### src/rtl/mux_rr_arbiter_if.sv
`default_nettype none
// ============================================================================
// Module   : mux_rr_arbiter_if
// Purpose  : Requester/downstream bundle for mux_rr_arbiter. The lock vector
//            exists only when MUXARB_LOCK_EN is defined.
// Revision : 1.0  initial release
// ============================================================================
interface mux_rr_arbiter_if #(
    parameter int WIDTH = 8
);
    logic [3:0]       req;
    logic [WIDTH-1:0] din0;
    logic [WIDTH-1:0] din1;
    logic [WIDTH-1:0] din2;
    logic [WIDTH-1:0] din3;
    logic [3:0]       gnt;
    logic [1:0]       sel;
    logic             out_valid;
    logic [WIDTH-1:0] out_data;
    logic             out_ready;
`ifdef MUXARB_LOCK_EN
    logic [3:0]       lock;

    modport slave (
        input  req, din0, din1, din2, din3, out_ready, lock,
        output gnt, sel, out_valid, out_data
    );

    modport master (
        output req, din0, din1, din2, din3, out_ready, lock,
        input  gnt, sel, out_valid, out_data
    );
`else
    modport slave (
        input  req, din0, din1, din2, din3, out_ready,
        output gnt, sel, out_valid, out_data
    );

    modport master (
        output req, din0, din1, din2, din3, out_ready,
        input  gnt, sel, out_valid, out_data
    );
`endif
endinterface
`default_nettype wire

### src/rtl/mux_rr_arbiter.sv
`default_nettype none
// ============================================================================
// Module   : mux_rr_arbiter
// Purpose  : 4-way round-robin arbiter with a one-word registered output
//            stage (IDLE/HOLD). Optional owner lock under MUXARB_LOCK_EN.
// Revision : 1.0  initial release
// ============================================================================
module mux_rr_arbiter #(
    parameter int WIDTH = 8
) (
    input  wire logic          clk,
    input  wire logic          rst,
    mux_rr_arbiter_if.slave    bus
);

    typedef enum logic [0:0] {
        IDLE = 1'b0,
        HOLD = 1'b1
    } state_t;

    state_t           r_state;
    state_t           w_state_nxt;
    logic [1:0]       r_ptr;
    logic [1:0]       r_sel;
    logic [WIDTH-1:0] r_data;

    logic             w_any_req;
    logic             w_accept;
    logic [1:0]       w_winner;
    logic [1:0]       w_idx;
    logic             w_found;
    logic [3:0]       w_gnt;
    logic [WIDTH-1:0] w_win_data;

    assign w_any_req = |bus.req;

    // Round-robin search starts one past the last winner, so the last winner
    // has the lowest priority on the next accept.
    always_comb begin
        w_winner = r_ptr;
        w_found  = 1'b0;
        w_idx    = 2'd0;
        for (int k = 0; k < 4; k++) begin
            w_idx = r_ptr + 2'(k + 1);
            if (!w_found && bus.req[w_idx]) begin
                w_winner = w_idx;
                w_found  = 1'b1;
            end
        end
`ifdef MUXARB_LOCK_EN
        if (bus.req[r_ptr] && bus.lock[r_ptr]) begin
            w_winner = r_ptr;
        end
`endif
    end

    always_comb begin
        w_win_data = bus.din0;
        case (w_winner)
            2'd0:    w_win_data = bus.din0;
            2'd1:    w_win_data = bus.din1;
            2'd2:    w_win_data = bus.din2;
            default: w_win_data = bus.din3;
        endcase
    end

    // In HOLD a new word may only be taken when the held one leaves this
    // same cycle, which gives back-to-back throughput without a bubble.
    always_comb begin
        w_state_nxt = r_state;
        w_accept    = 1'b0;
        case (r_state)
            IDLE: begin
                if (w_any_req && !rst) begin
                    w_accept    = 1'b1;
                    w_state_nxt = HOLD;
                end
            end
            HOLD: begin
                if (bus.out_ready && !rst) begin
                    if (w_any_req) begin
                        w_accept    = 1'b1;
                        w_state_nxt = HOLD;
                    end else begin
                        w_state_nxt = IDLE;
                    end
                end
            end
            default: begin
                w_state_nxt = IDLE;
            end
        endcase
    end

    assign w_gnt = w_accept ? (4'b0001 << w_winner) : 4'b0000;

    always_ff @(posedge clk) begin
        if (rst) begin
            r_state <= IDLE;
        end else begin
            r_state <= w_state_nxt;
        end
    end

    // Reset leaves ptr at 3 so requester 0 is first in line.
    always_ff @(posedge clk) begin
        if (rst) begin
            r_data <= '0;
            r_sel  <= 2'd0;
            r_ptr  <= 2'd3;
        end else if (w_accept) begin
            r_data <= w_win_data;
            r_sel  <= w_winner;
            r_ptr  <= w_winner;
        end
    end

    assign bus.gnt       = w_gnt;
    assign bus.sel       = r_sel;
    assign bus.out_valid = (r_state == HOLD);
    assign bus.out_data  = r_data;

endmodule
`default_nettype wire
### src/flat_wrapper.sv
// flat-port wrapper written by rule: the top's interface ports become plain ports
module mux_rr_arbiter_flat 
#(
    parameter int WIDTH = 8
)
  (clk, rst, bus_req, bus_din0, bus_din1, bus_din2, bus_din3, bus_out_ready, bus_gnt, bus_sel, bus_out_valid, bus_out_data);
  mux_rr_arbiter_if #(.WIDTH(WIDTH)) bus_i ();
  input  wire logic clk;
  input  wire logic rst;
  input wire logic [$bits(bus_i.req)-1:0] bus_req;
  input wire logic [$bits(bus_i.din0)-1:0] bus_din0;
  input wire logic [$bits(bus_i.din1)-1:0] bus_din1;
  input wire logic [$bits(bus_i.din2)-1:0] bus_din2;
  input wire logic [$bits(bus_i.din3)-1:0] bus_din3;
  input wire logic [$bits(bus_i.out_ready)-1:0] bus_out_ready;
  output wire logic [$bits(bus_i.gnt)-1:0] bus_gnt;
  output wire logic [$bits(bus_i.sel)-1:0] bus_sel;
  output wire logic [$bits(bus_i.out_valid)-1:0] bus_out_valid;
  output wire logic [$bits(bus_i.out_data)-1:0] bus_out_data;
  assign bus_i.req = bus_req;
  assign bus_i.din0 = bus_din0;
  assign bus_i.din1 = bus_din1;
  assign bus_i.din2 = bus_din2;
  assign bus_i.din3 = bus_din3;
  assign bus_i.out_ready = bus_out_ready;
  assign bus_gnt = bus_i.gnt;
  assign bus_sel = bus_i.sel;
  assign bus_out_valid = bus_i.out_valid;
  assign bus_out_data = bus_i.out_data;
  mux_rr_arbiter #(.WIDTH(WIDTH)) u_core (.clk(clk), .rst(rst), .bus(bus_i));
endmodule
### config.mk
export PLATFORM = sky130hd
export DESIGN_NAME = mux_rr_arbiter_flat
export DESIGN_NICKNAME = d
export VERILOG_FILES = /design/src/rtl/mux_rr_arbiter_if.sv /design/src/rtl/mux_rr_arbiter.sv /design/src/flat_wrapper.sv
export SDC_FILE = /design/constraint.sdc
export NUM_CORES = 1
export LEC_CHECK = 0
export CELL_PAD_IN_SITES_DETAIL_PLACEMENT = 2
export CELL_PAD_IN_SITES_GLOBAL_PLACEMENT = 2
export CORE_ASPECT_RATIO = 1.75
export CORE_MARGIN = 3
export CORE_UTILIZATION = 18
export CTS_CLUSTER_DIAMETER = 50
export DETAILED_ROUTE_END_ITERATION = 8
export GPL_ROUTABILITY_DRIVEN = 0
export GPL_TIMING_DRIVEN = 1
export PLACE_DENSITY_LB_ADDON = 0.1
export SLEW_MARGIN = 10
export SYNTH_ARGS = -nofsm -noshare
export SYNTH_HDL_FRONTEND = slang
export SYNTH_SLANG_ARGS = --single-unit
### constraint.sdc
create_clock -name clk -period 2 [get_ports clk]
set_clock_uncertainty 0.15 [all_clocks]
set_input_delay 0.3 -clock clk [delete_from_list [all_inputs] [get_ports clk]]
set_output_delay 0.3 -clock clk [all_outputs]
set_load 0.005 [all_outputs]
==> flow_summary_export.csv <==
group,metric,value,unit
placement,dp_cells,199,
global_routing,antenna_found_initial,0,
global_routing,use_met2,26.7,%
die,start_util,19.2,%
logic_synthesis,seq_area_frac_synth,33.8,%
critical_path,start_kind,"flip-flop",
layout,final_core_util,41.7,%
power_and_ir_drop,power_leakage,0.685,nW
critical_path,worst-path-buf-inv,2,
timing,hold_slack,0.311,ns
status,status,"complete, but fails checks",
power_and_ir_drop,switchingPower,310,uW
critical_path,crit_type,"reg -> out",
critical_path,cp_slowest_cell,"or4b_4",
placement,dp_hpwl,2690,um
logic_synthesis,netlist_instances,85,
routing,num_vias,992,
layout,drive_gt1_share,32.1,%
logic_synthesis,yosysTopAreaCell,"dfxtp_1",
timing,drv_slew,0,
clocking,cts_root_buf,"clkbuf_8",
timing,setup_viol_count_final,2,
logic_synthesis,ys_ff_latch,13,
layout,multiInputGateArea,581,sq um
power_and_ir_drop,internal-power,719,uW
logic_synthesis,netlist_top_cells_area,"dfxtp_1 (34%), mux2i_1 (22%), o221ai_1 (9.1%)",
timing,rsz0062_at_grt,"true",
routing,post_drt_wl_per_cell,16.7,um
global_routing,met3_usage,2.79,%
critical_path,cp_max_fo,5,
critical_path,cp_common_cell,"buf_6",
global_routing,overflow,0,
global_routing,grt_max_degree,13,
layout,fill_cells,444,
die,coreArea,0.00402,sq mm
layout,final_common_cell,"clkdlybuf4s50_1",
timing,hold_viol,0,
die,die_w,55.5,um
layout,fin_cells,210,
critical_path,cp.required,1.55,ns
critical_path,endpoint_kind,"output port",
logic_synthesis,synth.avg_cell_area,9.07,sq um
logic_synthesis,ys_warn_count,0,
power_and_ir_drop,vdd_drop_max,0.000315,V
critical_path,cp.arrival,1.77,ns
die,die_area,0.00513,sq mm
layout,final_cell_mix,"clkdlybuf4s50_1 (43), buf_4 (18), mux2i_1 (16), nand2_1 (12), dfxtp_1 (12)",
power_and_ir_drop,swShare,30.2,%
layout,seqCellArea,264,sq um
power_and_ir_drop,power.total,1.03,mW
timing,fmax,450,MHz
timing,tightestPinTransition,0.336,ns
die,die_y,92.6,um
routing,avgViaCountPerCell,4.72,
routing,wirelength,3500,um
power_and_ir_drop,p_seq_share,31.1,%
routing,drtIter0Drc,10,
routing,ant_nets,0,
logic_synthesis,netlist_area,771,sq um
die,ios,54,
timing,fin_setup_tns,-0.445,ns
timing,period_share,111,%
clocking,insertion_delay,0.25,ns
clocking,htreeDepth,1,
global_routing,grt_pass1_wl,5690,um
timing,finalWorstSetupSlack,-0.224,ns
timing,layout_min_cycle_time,2.22,ns
logic_synthesis,syn_nets,124,
power_and_ir_drop,powerDensity,615,mW/mm^2
critical_path,worstPathCellList,"mux2i_1, nor2_1, or4b_4, buf_6, nor2_4, buf_6",
global_routing,grt_use_met1,14.2,%
hold_path,holdCritPathClass,"reg -> reg",
clocking,cts.sinks,13,
global_routing,busiest_layer,"met2",
logic_synthesis,synth_top_area_share,33.8,%
job,drv_cap,0,
routing,firstDrtPassIters,4,
die,fp-row-count,30,
routing,drc,0,
power_and_ir_drop,p_comb_share,45.3,%
power_and_ir_drop,clkPwrFrac,23.6,%
status,violations,"negative setup slack",
timing,slew_headroom,77.4,%
global_routing,grt.total_usage,14.2,%
logic_synthesis,yosysUniqueCellTypes,23,
layout,areaGrowthSynthToFinish,117,%
placement,numPortBuffers,53,
clocking,cts_tree,"built",
layout,fin_nets,202,
clocking,cts_buffers,3,
global_routing,first_global_vias,1103,
critical_path,cpLargestDelayFamily,"simple AND/OR/NAND/NOR gates",
layout,antenna_cells,0,
clocking,clk_path_buf_depth,2,
clocking,clkTransAtPathRegs,0.06,ns
critical_path,crit_path_max_incr_delay,0.57,ns
==> power groups by stage <==
stage          sequential [mW]  clock (mW)  combinational (mW)
6_report                 0.320       0.243               0.467
5_1_grt                  0.326       0.270               0.505
4_1_cts                  0.320       0.244               0.416
3_5_place_dp             0.325           0               0.393
3_3_place_gp             0.322           0               0.385
2_1_floorplan            0.323           0               0.161
==> state kept, by name (all words and copies together), names as in the netlist <==
signal                flops
u_core.r_ptr              2
u_core.bus.out_data       8
u_core.bus.sel            2
u_core.bus.out_valid      1
==> cells in the mapped netlist (all sizes together) <==
library cell / count
buf: 4
mux2i: 17
or4: 1
nand2: 12
nor2b: 1
nand2b: 3
nor4: 2
a31oi: 1
o221ai: 8
or2b: 1
inv: 1
dfxtp: 13
nand3b: 1
o31a: 1
and3b: 1
or4b: 1
nor2: 7
a21o: 1
o31ai: 1
nor3: 3
a21oi: 5
==> stage by stage <==
stage | cell area [sq um] | setup WS, ns
finish | 1670 | -0.224
global route | 1670 | -0.295
CTS | 1570 | -0.185
detailed placement | 1460 | -0.768
global placement | 1460 | -0.681
floorplan | 771 | 0.127
==> worst paths after layout <==
kind,from,to,slack [ns],cells after the start
worst max-delay path,u_core.r_ptr[1],bus_gnt[2],-0.22,6
worst min-delay path,u_core.bus.sel[1],u_core.bus.sel[1],0.31,2
worst max register to register,u_core.r_ptr[1],u_core.bus.out_data[5],0,7
worst min register to register,u_core.bus.sel[1],u_core.bus.sel[1],0.31,2
==> kinds of logic after synthesis <==
family,Yosys count,synth area share [%]
simple gates,33,22.6
flops,13,33.8
compound gates,17,16.9
buf+inv,5,4.71
mux,17,22.1
==> area by class of cell <==
type / instances / share of cell area [%]
repair buffers: 77 / 43.0
clock buffers: 4 / 2.69
flip-flops and latches: 13 / 15.8
inverters: 1 / 0.224
well taps: 48 / 3.59
multi-input cells: 67 / 34.7
==> timing repair <==
item | in CTS | in global routing
gates resized for setup | 33 | 22
hold buffers | 0 | 0
pin swaps | 8 | 6
setup buffers | 7 | 4
setup endpoints to repair | 10 | 13
==> per-layer routing <==
metal / wire, um / part of all wire, %
met4: 130 / 3.7
met5: 0 / 0
met3: 210 / 6.0
met1: 1160 / 33
met2: 2000 / 57
==> worst register-to-register path: cells and delay by family, from the launching register on <==
kind / cells / cell delay, ns
AND/OR/NAND/NOR: 2 / 0.65
buffers and inverters: 3 / 0.41
flip-flops: 1 / 0.37
multiplexers: 1 / 0.20
AO/OA/AOI/OAI: 1 / 0.14
No activity file was read; power rests on OpenSTA's default activity.
